--- src/rtl/maxnet_wta_engine.sv ---
// Maxnet winner-take-all: iterates a_i -= (sum_{j!=i} a_j) >> EPS_SHIFT with ReLU until one survivor.
// start -> done takes K+2 edges for K updates; start is ignored while busy, accepted in IDLE or DONE.
module maxnet_wta_engine #(
  parameter int N         = 4,
  parameter int W         = 5,
  parameter int EPS_SHIFT = 2,
  parameter int MAX_ITER  = 31
) (
  input  logic                          clk,
  input  logic                          rst,
  input  logic                          start,
  input  logic [N*W-1:0]                x_in,
  output logic                          busy,
  output logic                          done,
  output logic [W-1:0]                  result,
  output logic [$clog2(N)-1:0]          winner_idx,
  output logic                          tie,
  output logic [$clog2(MAX_ITER+1)-1:0] iter_count
);

  localparam int IW = $clog2(N);
  localparam int CW = $clog2(MAX_ITER+1);
  localparam int SW = W + $clog2(N);

  typedef enum logic [1:0] {IDLE, ITER, DONE} state_t;

  state_t state, state_nxt;

  logic [N-1:0][W-1:0] x_r, a_r, a_nxt;
  logic [SW-1:0]       tot;
  logic [N-1:0]        nz;
  logic                one_nz;
  logic [IW-1:0]       nz_idx, max_idx;
  logic [W-1:0]        max_val;

  logic                load, step, fin, fin_tie;
  logic [IW-1:0]       fin_idx;

  always_comb begin
    tot = '0;
    for (int i = 0; i < N; i++) tot = tot + SW'(a_r[i]);
  end

  // Sum of the others is the full sum minus self; SW bits cannot overflow.
  for (genvar g = 0; g < N; g++) begin : g_ch
    logic [SW-1:0] inh;
    assign inh      = (tot - SW'(a_r[g])) >> EPS_SHIFT;
    assign nz[g]    = |a_r[g];
    assign a_nxt[g] = (inh >= SW'(a_r[g])) ? '0 : W'(SW'(a_r[g]) - inh);
  end

  assign one_nz = (nz != '0) && ((nz & (nz - N'(1))) == '0);

  always_comb begin
    nz_idx  = '0;
    max_idx = '0;
    max_val = a_r[0];
    for (int i = N-1; i >= 0; i--) begin
      if (nz[i]) nz_idx = IW'(i);
    end
    // Strict compare keeps the lowest index on equal maxima.
    for (int i = 1; i < N; i++) begin
      if (a_r[i] > max_val) begin
        max_val = a_r[i];
        max_idx = IW'(i);
      end
    end
  end

  always_ff @(posedge clk or negedge rst) begin
    if (!rst) state <= IDLE;
    else      state <= state_nxt;
  end

  always_comb begin
    state_nxt = state;
    load      = 1'b0;
    step      = 1'b0;
    fin       = 1'b0;
    fin_tie   = 1'b0;
    fin_idx   = '0;
    case (state)
      IDLE, DONE: begin
        if (start) begin
          load      = 1'b1;
          state_nxt = ITER;
        end else begin
          state_nxt = IDLE;
        end
      end
      ITER: begin
        if (one_nz) begin
          fin     = 1'b1;
          fin_idx = nz_idx;
        end else if (nz == '0) begin
          fin     = 1'b1;
          fin_tie = 1'b1;
        end else if (iter_count == CW'(MAX_ITER) || a_nxt == a_r) begin
          fin     = 1'b1;
          fin_tie = 1'b1;
          fin_idx = max_idx;
        end else begin
          step = 1'b1;
        end
        if (fin) state_nxt = DONE;
      end
      default: state_nxt = IDLE;
    endcase
  end

  always_ff @(posedge clk or negedge rst) begin
    if (!rst) begin
      x_r        <= '0;
      a_r        <= '0;
      result     <= '0;
      winner_idx <= '0;
      tie        <= 1'b0;
      iter_count <= '0;
    end else begin
      if (load) begin
        x_r        <= x_in;
        a_r        <= x_in;
        iter_count <= '0;
      end
      if (step) begin
        a_r        <= a_nxt;
        iter_count <= iter_count + CW'(1);
      end
      if (fin) begin
        winner_idx <= fin_idx;
        tie        <= fin_tie;
        result     <= x_r[fin_idx];
      end
    end
  end

  assign busy = (state == ITER);
  assign done = (state == DONE);

endmodule
--- config.mk ---
export PLATFORM = sky130hd
export DESIGN_NAME = maxnet_wta_engine
export DESIGN_NICKNAME = d
export VERILOG_FILES = /design/src/rtl/maxnet_wta_engine.sv
export SDC_FILE = /design/constraint.sdc
export NUM_CORES = 1
export LEC_CHECK = 0
export CAP_MARGIN = 20
export CORE_AREA = 4 4 138 140
export DETAILED_ROUTE_END_ITERATION = 8
export DIE_AREA = 0 0 142 144
export GPL_TIMING_DRIVEN = 1
export PLACE_DENSITY = 0.49
export SLEW_MARGIN = 20
export SYNTH_ARGS = -nofsm -noshare
export SYNTH_HDL_FRONTEND = slang
export SYNTH_SLANG_ARGS = --single-unit
--- constraint.sdc ---
create_clock -name clk -period 6.8 [get_ports clk]
set_input_delay 1.36 -clock clk [delete_from_list [all_inputs] [get_ports clk]]
set_output_delay 1.36 -clock clk [all_outputs]
set_load 0.005 [all_outputs]
# == Word-level counts from Yosys, hierarchy flattened ==
# Index checks and enable logic that the tools add are counted.
# word_totals
regBits,55
input_bits,23
out_inout_bits,15
elab_cells,91
# classes
addsub,13
order_cmp,8
eq_ne,5
n_mux,39
n_bitwise,1
n_reduce_logical,12
# ops
cell,n
two-way mux 5 bit,9
two-way mux 20 bit,2
subtractor 7 x 5 -> 7 bit,4
two-way mux 2 bit,11
equality test 20 bit,1
>= comparator 5 bit,4
OR reduction 5 bit,4
subtractor 5 bit,4
greater-than comparator 5 bit,3
two-way mux 1 bit,15
binary-select mux 5 bit (select 2 bit),1
zero test 4 bit,2
adder 6 x 5 -> 7 bit,1
adder 7 x 5 -> 7 bit,1
adder 5 x 5 -> 6 bit,1
adder 5 x 1 -> 5 bit (second input constant),1
equality test 5 bit (second input constant),1
AND 4 bit,1
one-hot mux 2 bit (2 select lines),1
nonzero test 4 bit,1
subtractor 4 x 1 -> 4 bit (second input constant),1
less-than comparator 2 x 3 -> 1 bit (second input constant),1
equality test 2 x 1 -> 1 bit (second input constant),1
equality test 2 bit (second input constant),1
other kinds (6),6

# == Longest topological paths before layout ==
# depth
depth_word,14
depth_mapped,29
ltp_nobuf,27

# == Worst setup path before layout ==
# No wires, ideal clock.
# synth_timing
path_kind,reg-to-reg
start,register a_r[6] (netlist bit)
end,register winner_idx[1]
setup_time_ns,0.125
arrival_time_ns,6.254
required_ns,6.675
path_slack_ns,0.421
stages_incl_launch_ff,28
n_path_buf,1
synth_period_minus_slack_ns,6.379
path_cell_list,dfrtp_1 inv_1 fa_1 fa_1 inv_1 ha_1 inv_1 fa_1 inv_1 ha_1 and2b_1 nor2_1 nor2b_1 nor2_1 nor2b_1 nor3_1 xor2_1 ha_1 and2_1 o21a_1 o21ai_0 mux2_2 or4_4 nor4_4 or3_2 buf_6 nand2_4 mux2_4
# synth_between
elab_chain_len,13
elab_cells_between_ends,46
classes_between,add/sub (12); order compare (7); eq/ne (1); mux (19); bitwise (1); reduce/logical (6)
# synth_lines
element,line_no,source
start: declaration,29,"logic [N-1:0][W-1:0] x_r, a_r, a_nxt;"
start signal: assignment,122,a_r <= x_in;
start signal: assignment,126,a_r <= a_nxt;
adder 5 x 5 -> 6 bit,41,for (int i = 0; i < N; i++) tot = tot + SW'(a_r[i]);
adder 6 x 5 -> 7 bit,41,
adder 7 x 5 -> 7 bit,41,
subtractor 7 x 5 -> 7 bit,47,assign inh = (tot - SW'(a_r[g])) >> EPS_SHIFT;
subtractor 5 bit or >= comparator 5 bit (tied branches),49,assign a_nxt[g] = (inh >= SW'(a_r[g])) ? '0 : W'(SW'(a_r[g]) - inh);
two-way mux 5 bit,49,
equality test 20 bit,98,end else if (iter_count == CW'(MAX_ITER) || a_nxt == a_r) begin
logical OR 1 bit,98,
two-way mux 1 bit,98,
two-way mux 1 bit,95,end else if (nz == '0) begin
two-way mux 1 bit,92,if (one_nz) begin
two-way mux 1 bit (2 in series),82,case (state)
end signal: assignment,130,winner_idx <= fin_idx;
end: declaration,16,"output logic [$clog2(N)-1:0] winner_idx,"
# Parallel ways exist; a longest one is shown, timed or not. The select of a mux whose other input is x is not followed.
# A chain may end at the register's enable or synchronous reset.

# == Worst setup path in the final report ==
# layout_timing
start,register a_r[1] (netlist bit)
end,register result[4]
# layout_between
elab_chain_len,14
elab_cells_between_ends,48
classes_between,add/sub (12); order compare (7); eq/ne (1); mux (21); bitwise (1); reduce/logical (6)
# layout_lines
element,line_no,source
adder 5 x 5 -> 6 bit,41,
adder 6 x 5 -> 7 bit,41,
adder 7 x 5 -> 7 bit,41,
subtractor 7 x 5 -> 7 bit,47,
subtractor 5 bit or >= comparator 5 bit (tied branches),49,
two-way mux 5 bit,49,
equality test 20 bit,98,
logical OR 1 bit,98,
two-way mux 2 bit,98,
two-way mux 2 bit,95,
two-way mux 2 bit,92,
two-way mux 2 bit,82,
binary-select mux 5 bit (select 2 bit),132,result <= x_r[fin_idx];
two-way mux 5 bit (implied by the code),132,
end signal: assignment,132,
end: declaration,15,"output logic [W-1:0] result,"
# Parallel ways exist; a longest one is shown, timed or not. The select of a mux whose other input is x is not followed.

==> results.md <==
- Post-synthesis instance total: 644
- Antenna diode instance count: 0
- DRC violations left: 0
- Wirelength per Cell: 18.5 µm
- Max-slew headroom at the worst pin: 32.9%
- Finish-stage setup viols: 0
- Final weighted congestion in routability-driven placement: 0.924
- Ratio of routed vias to standard cells: 5.16
- Antenna violations before repair: 0
- Count of state elements after synthesis: 55
- Layout Utilization: 35.7%
- Total overflow reported by the global router: 0
- Final Critical Period: 6360 ps
- CTS root buffer: sky130_fd_sc_hd__clkbuf_16
- Starting utilization of the core area: 29.7%
- Quantity of I/O buffers inserted on ports: 37
- Number of clock sinks seen by CTS: 55
- Net count after synthesis: 741
- Total number of nets in the final design: 800
- Filler cell count: 1843
- Max-cap check violation count: 0
- Reg2reg start: a_r[1]
- Global routing usage summed across all routing layers: 17.2%
- Setup repair after global routing missed its margin: false
- DIE AREA: 0.0204 mm²
- Maximum buffer depth of the clock tree: 2
- Largest cells by area after synthesis: sky130_fd_sc_hd__dfrtp_1, sky130_fd_sc_hd__ha_1, sky130_fd_sc_hd__nand2_1
- Global-route wire length before repair: 27200 µm
- Core Box Area: 0.0178 mm²
- Via count of the first global-routing pass: 4816
- TNS Setup: 0 ps
- CTS buffer count: 5
- Most used standard cell by instance count after synthesis: sky130_fd_sc_hd__nand2_1
- Hold violation count in the final report: 0
- Share of layout cells above drive strength 1: 9.38%
- Sequential share of the synthesized area: 25.9%
- CP Launch Type: flip-flop
- Required time of the worst setup path: 6990 ps
- Cell area after synthesis: 0.00531 mm²
- Number of ports placed on the die boundary: 38
- Start-to-end type of the worst setup path: flip-flop to flip-flop
- Worst clock skew: 12.5 ps
- First-pass iteration count of the detailed router: 5
- Worst min-delay path class: flip-flop to flip-flop
- X dimension of the die: 142 µm
- Insertion delay to the later sink of the worst-skew pair: 310 ps
- Startpoint of the worst setup timing path: a_r[1]
- Fraction of registers with async set/reset: 100%
- Number of max-slew violations in the final report: 0
- Top-area cell type share of the netlist area: 25.9%
- Iteration-0 DRC count of the detailed router: 346
- Final Cycle Share: 93.6%
- Sum of net half-perimeters after detailed placement: 13700 µm
- TritonCTS clock tree: done
- Layout overhead on the synthesized area: 20.0%
- Number of enable flip-flop cells after synthesis: 0
- Routed vias: 4815
- Row count: 49
- Startpoint of the tightest hold check path: x_r[13]
- Largest net degree at the start of global routing: 56
- Clk pin slew, worst setup/hold paths: 80 ps
- Highest clock frequency the design can meet: 0.157 GHz
- Number of distinct library cells after synthesis: 62
- Average size of a mapped cell: 8.24 µm²
- Top cells by instance count after synthesis: sky130_fd_sc_hd__nand2_1, sky130_fd_sc_hd__ha_1, sky130_fd_sc_hd__a21oi_1
- CTS H-tree lvls: 2
- Result of the run: completed
- Height of the die: 144 µm
- Type of element capturing the critical path: flip-flop
- Library cell occupying the most area in the post-synthesis netlist: sky130_fd_sc_hd__dfrtp_1
- CTS hold repair buffers: 0
- Highest net fanout along the worst path: 21
- Remaining antenna violation count after routing: 0
- Primary flip-flop cell chosen by synthesis mapping: sky130_fd_sc_hd__dfrtp_1
- WP data arrival: 6550 ps
- Synthesis Warnings: 0
- Wirelength, routed: 17300 µm
- Slew at the pin closest to its max-slew limit: 1010 ps
per-stage QoR:
stage               cell area, µm²  instances  setup WS, ps  hold slack [ps]
finish                        6360        933           437              488
global route                  6360        933          23.3              502
CTS                           6310        930           116              488
detailed placement            6160        922           135              470
global placement              6140        921           209              464
floorplan                     5310        644           421              445
final cells by class:
class	instances	area (µm²)	share of cell area (%)
Tap cell	229	287	4.50
Multi-Input combinational cell	511	3670	57.7
Timing Repair Buffer	71	658	10.3
Inverter	59	221	3.48
Clock inverter	3	25.0	0.393
Clock buffer	5	125	1.97
Sequential cell	55	1380	21.6
registers in the layout (all words and copies together), names as in the netlist:
name	count
a_r	20
iter_count	5
result	5
state	2
tie	1
winner_idx	2
x_r	20
cell families (layout without fill, tap and decap cells):
kind of cell / Yosys count / in the layout / synth area share [%]
flip-flops: 55 / 55 / 25.9
AO/OA/AOI/OAI: 163 / 163 / 19.4
buffers and inverters: 78 / 138 / 5.78
AND/OR/NAND/NOR: 223 / 223 / 20.4
adder cells (fa/ha/maj): 74 / 74 / 19.4
multiplexers: 17 / 17 / 3.40
XOR/XNOR: 34 / 34 / 5.61
final timing paths:
check / slack [ps] / depth (start not counted) / endpoint
max: 440 / 27 / result[4]
min: 490 / 2 / x_r[13]
max reg2reg: 440 / 27 / result[4]
min reg2reg: 490 / 2 / x_r[13]
max in group asynchronous: 5100 / 2 / a_r[14]
min in group asynchronous: 1180 / 2 / x_r[5]
critical path, cell delays in order, from the launching register on:
cell and delay [ps]:
sky130_fd_sc_hd__dfrtp_1 350, sky130_fd_sc_hd__inv_1 70, sky130_fd_sc_hd__fa_1 560, sky130_fd_sc_hd__fa_1 410
sky130_fd_sc_hd__inv_1 60, sky130_fd_sc_hd__ha_1 160, sky130_fd_sc_hd__inv_1 50, sky130_fd_sc_hd__fa_1 420
sky130_fd_sc_hd__xnor2_2 310, sky130_fd_sc_hd__ha_1 310, sky130_fd_sc_hd__and2_1 150, sky130_fd_sc_hd__o21ai_0 170
sky130_fd_sc_hd__nor2b_1 210, sky130_fd_sc_hd__nor2b_1 180, sky130_fd_sc_hd__xor2_1 80, sky130_fd_sc_hd__ha_1 360
sky130_fd_sc_hd__nand3_1 120, sky130_fd_sc_hd__or2_2 340, sky130_fd_sc_hd__o311ai_1 120, sky130_fd_sc_hd__buf_4 190
sky130_fd_sc_hd__xnor2_1 110, sky130_fd_sc_hd__nand2_1 130, sky130_fd_sc_hd__or4_4 520, sky130_fd_sc_hd__nor4_4 240
sky130_fd_sc_hd__or3_4 200, sky130_fd_sc_hd__buf_12 150, sky130_fd_sc_hd__and4_1 210, sky130_fd_sc_hd__a211oi_2 70
repair_timing:
item / 4_1_cts / 5_1_grt
buffers inserted: 0 / 3
setup endpoints to repair: 0 / 34
resized for setup: 0 / 10
per-layer routing:
layer / vias up / GRT usage [%] / share of wire, %
met5: - / 0 / 0
met4: 0 / 5.05 / 2.3
met3: 23 / 1.62 / 3.4
met2: 115 / 29.9 / 49
met1: 2308 / 22.8 / 46
li1: 2369 / - / -
cell usage in the layout, fill, tap and decap left out, types with 4 or more instances in the layout:
master | netlist | layout
sky130_fd_sc_hd__nand2_1 | 79 | 79
sky130_fd_sc_hd__ha_1 | 60 | 60
sky130_fd_sc_hd__a21oi_1 | 59 | 58
sky130_fd_sc_hd__inv_1 | 58 | 57
sky130_fd_sc_hd__dfrtp_1 | 55 | 55
sky130_fd_sc_hd__nor2_1 | 54 | 53
sky130_fd_sc_hd__o21ai_0 | 40 | 39
sky130_fd_sc_hd__clkdlybuf4s50_1 | 0 | 36
sky130_fd_sc_hd__buf_4 | 1 | 31
sky130_fd_sc_hd__nand3_1 | 19 | 19
sky130_fd_sc_hd__xor2_1 | 18 | 18
sky130_fd_sc_hd__nor2b_1 | 17 | 16
sky130_fd_sc_hd__xnor2_1 | 16 | 15
sky130_fd_sc_hd__fa_1 | 14 | 14
sky130_fd_sc_hd__nand2b_1 | 13 | 13
sky130_fd_sc_hd__mux2i_1 | 12 | 12
sky130_fd_sc_hd__o21a_1 | 11 | 11
sky130_fd_sc_hd__a21o_1 | 8 | 8
sky130_fd_sc_hd__o2111a_1 | 6 | 6
sky130_fd_sc_hd__and4_1 | 6 | 6
sky130_fd_sc_hd__nand3b_1 | 6 | 6
sky130_fd_sc_hd__nand4_1 | 5 | 5
sky130_fd_sc_hd__a211oi_1 | 5 | 5
sky130_fd_sc_hd__clkbuf_16 | 0 | 5
sky130_fd_sc_hd__mux2_2 | 4 | 4
sky130_fd_sc_hd__nor3_1 | 6 | 4
Power is left out: the tool's default activity adds up to more than one toggle a clock period on the data nets, which glitch-free logic cannot reach.
==> patch 1, RTL diff (same flow settings) <==
Register the inputs `start` and `x_in` before use, without a reset. The logic sees them one clock later.
--- a/src/rtl/maxnet_wta_engine.sv
+++ b/src/rtl/maxnet_wta_engine.sv
@@ -23,6 +23,14 @@
   localparam int SW = W + $clog2(N);
 
   typedef enum logic [1:0] {IDLE, ITER, DONE} state_t;
+
+  logic start_q;
+  logic [N*W-1:0] x_q;
+
+  always_ff @(posedge clk) begin
+    start_q <= start;
+    x_q     <= x_in;
+  end
 
   state_t state, state_nxt;
 
@@ -81,7 +89,7 @@
     fin_idx   = '0;
     case (state)
       IDLE, DONE: begin
-        if (start) begin
+        if (start_q) begin
           load      = 1'b1;
           state_nxt = ITER;
         end else begin
@@ -118,8 +126,8 @@
       iter_count <= '0;
     end else begin
       if (load) begin
-        x_r        <= x_in;
-        a_r        <= x_in;
+        x_r        <= x_q;
+        a_r        <= x_q;
         iter_count <= '0;
       end
       if (step) begin
Function: changed (a bounded check fails within 4 cycles, from zero or initial values and one cycle with rst low).
==> patch 1 against the unedited design <==
Sequential cell count increased by 21. Wire length rose by 5.0%. Final area is 14% higher. Sequential share of layout area up 3.2 points. Setup slack got worse by 200 ps. Utilization is 4.9 points higher. Area after synthesis is 10% higher. Highest routed layer unchanged.
Power is left out: the tool's default activity adds up to more than one toggle a clock period on the data nets, which glitch-free logic cannot reach.
==> patch 1: results (changes against the unedited design) <==
largest net degree at the start of global routing - 56 (unchanged)
GPL Wtd Cong - 0.999 (+8.0%)
TritonCTS Buffers - 9 (+4)
status - finished clean
Async S/R FF share, synth - 72.4% (-28 points)
via count - 5059 (+5.1%)
synth top area cells - dfrtp_1, ha_1, dfxtp_1
initial drt markers - 366 (+5.8%)
Seq/Total Area, Yosys - 30.7% (+4.7 points)
Final Skew - 6.29 ps (-6.25 ps)
gr usage total - 17.9% (+0.68 points)
cell count after placement - 952 (+3.3%)
Least-Margin Pin Slew - 809 ps (-199 ps)
fillers - 1777 (-3.6%)
distinct cell type count after synthesis - 74 (+19%)
largest stage delay on the critical path - 530 ps (-30 ps)
Skew-Pair Late Insertion Delay - 330 ps (+20 ps)
Routed wire per std cell - 18.4 µm (-0.37%)
DP HPWL - 14500 µm (+6.2%)
Placement Setup Slack - -182 ps (-317 ps)
Final Non-Filler Cells - 983 (+5.4%)
cell at the slowest stage of the critical path - a222oi_1
htree depth - 3 (+1)
layout cells sized above 1 - 15.0% (+5.6 points)
CP max FO - 6 (-71%)
syn nets - 768 (+3.6%)
WP data arrival - 6750 ps (+200 ps)
syn_area_per_cell - 8.73 µm² (+6.0%)
largest registers - a_r (20), x_q (20), x_r (20)
top cells by count, synth - nand2_1, ha_1, dfrtp_1
Nets - 846 (+5.8%)
global-route wire length before repair - 28400 µm (+4.2%)
[patch 1: cells by family after synthesis]
family          Yosys count  share of synthesized area (%)
simple gates            244                           20.1
compound gates          154                           18.2
flops                    76                           30.7
fa+ha+maj                75                           17.8
buf+inv                  70                           4.93
xor+xnor                 29                           4.33
mux                      23                           4.04
[patch 1: metrics by stage]
step	hold WS, ps	area [µm²]	utilization, %	TNS [ps]
3_3_place_gp	432	6650	37.3	-320
2_1_floorplan	412	5860	-	0
4_1_cts	435	7050	39.5	0
6_report	436	7240	40.6	0
3_5_place_dp	428	6650	37.3	-3290
5_1_grt	470	7240	40.6	-31.4
[patch 1: worst max-delay path: cells and delay by family (launching register included)]
| family | cells | cell delay (ps) |
|---|---|---|
| xor gates and xnor gates | 1 | 200 |
| DFF | 1 | 380 |
| muxes | 1 | 280 |
| adders and majority gates | 6 | 2070 |
| and+or+nand+nor | 6 | 1320 |
| AOI/OAI and AO/OA | 7 | 1730 |
| buffers and inverters | 6 | 440 |
[patch 1: cell type report]
class	instances	area share [%]
multi-input combinational	525	53.8
sequential	76	24.8
timing repair buffer	81	9.60
tap	229	3.96
clock buffer	10	3.30
inverter	56	2.90
clock inverter	6	1.64
[patch 1: worst paths after layout]
kind                             end  startpoint  cells past startpoint  slack (ps)
min in group asynchronous     x_r[8]         rst                      2        1170
max in group asynchronous    a_r[16]         rst                      2        5150
max reg2reg                result[2]     a_r[11]                     27         240
min                           x_r[0]      x_q[0]                      2         440
min reg2reg                   x_r[0]      x_q[0]                      2         440
max                        result[2]     a_r[11]                     27         240
[patch 1: metal layers]
layer	part of all wire (%)	up-vias	global-route usage [%]	wire, µm
met3	3.0	21	1.46	550
met1	47	2431	24.7	8540
met2	48	112	29.7	8630
met4	2.3	0	6.06	410
met5	0	-	0	0
li1	-	2495	-	-
[patch 1: what timing repair did]
item / in CTS / in global routing
endpoints found under the setup margin: 27 / 31
cloned: 0 / 0
gates resized for setup: 5 / 24
pin swaps: 4 / 12
buffers inserted: 3 / 12
==> patch 2, RTL diff (same settings) <==
Made on the original files. The parameter `MAX_ITER` goes from 31 to 62.
--- a/src/rtl/maxnet_wta_engine.sv
+++ b/src/rtl/maxnet_wta_engine.sv
@@ -4,7 +4,7 @@
   parameter int N         = 4,
   parameter int W         = 5,
   parameter int EPS_SHIFT = 2,
-  parameter int MAX_ITER  = 31
+  parameter int MAX_ITER  = 62
 ) (
   input  logic                          clk,
   input  logic                          rst,
Interface: changed (resized iter_count); port bits go from 38 to 39. The function was not compared with the original's and may differ.
==> patch 2 against the unedited design <==
Sequential share of layout area decreased by 0.74 points. Critical path type unchanged. Area after synthesis grew 3.3%. Via count increased by 2.5%. Final area is 5.4% higher. Wire length up 6.0%. Sequential cell count is 1 higher. Setup slack worse by 140 ps. Synthesized cell count rose by 0.62%.
Power is not shown: default switching activity piles up to over one toggle a cycle in this logic, so the estimate is an artifact.
==> patch 2: results (changes against the unedited design) <==
met2 routed WL - 8700 µm (+3.5%)
met3 Resource Use GR - 2.22% (+0.60 points)
vias in the first global route - 5028 (+4.4%)
Worst Hold Endpoint - x_r[19]
post-CTS sizing - 1 (+1)
Top delay family on crit path - adder cells
min-delay src - x_r[19]
top cells by count, synth - nand2_1, ha_1, dfrtp_1
Final Skew - 16.6 ps (+4.08 ps)
Seq/Total Area, Yosys - 25.6% (-0.38 points)
syn nets - 745 (+0.54%)
GPL Wtd Cong - 0.924 (about the same)
DP HPWL - 14700 µm (+7.2%)
Metal-1 WL - 8180 µm (+3.7%)
layout cells sized above 1 - 14.9% (+5.6 points)
Slew headroom - 47.9% (+15 points)
WP data arrival - 6700 ps (+150 ps)
largest stage delay on the critical path - 590 ps (+30 ps)
met1 Track Usage GR - 24.8% (+2.0 points)
synth top area cells - dfrtp_1, ha_1, mux2i_1
fillers - 1840 (-0.16%)
met2 Track Usage GR - 30.2% (+0.30 points)
status - finished clean
# port buffers - 38 (+2.7%)
Nets - 826 (+3.3%)
Routed wire per std cell - 19.1 µm (+3.1%)
global-route wire length before repair - 28800 µm (+5.6%)
largest net degree at the start of global routing - 59 (+5.4%)
Vias/cell - 5.15 (-0.29%)
Critical Path Sink - winner_idx[0]
initial drt markers - 400 (+16%)
gr usage total - 18.3% (+1.1 points)
## patch 2: metrics by stage
step | hold slack [ps] | setup slack, ps | area (µm²) | instances
6_report | 478 | 301 | 6710 | 959
5_1_grt | 511 | -9.64 | 6710 | 959
4_1_cts | 482 | 24.2 | 6580 | 954
3_5_place_dp | 462 | 48.6 | 6420 | 946
3_3_place_gp | 464 | 198 | 6420 | 946
2_1_floorplan | 445 | 63.9 | 5480 | 648
## patch 2: final cells by class
cell class / count / share of cell area [%]
Clock inverter: 3 / 0.410
Sequential cell: 56 / 20.9
Inverter: 54 / 3.02
Tap cell: 229 / 4.27
Multi-Input combinational cell: 524 / 58.2
Clock buffer: 5 / 1.87
Timing Repair Buffer: 88 / 11.4
## patch 2: cells by family after synthesis
kind of cell               Yosys count  synth area share [%]
xor gates and xnor gates            26                  4.15
DFF                                 56                  25.6
adders and majority gates           74                  18.8
muxes                               51                  9.56
buffers and inverters               68                  4.98
and+or+nand+nor                    244                  21.3
AOI/OAI and AO/OA                  129                  15.6
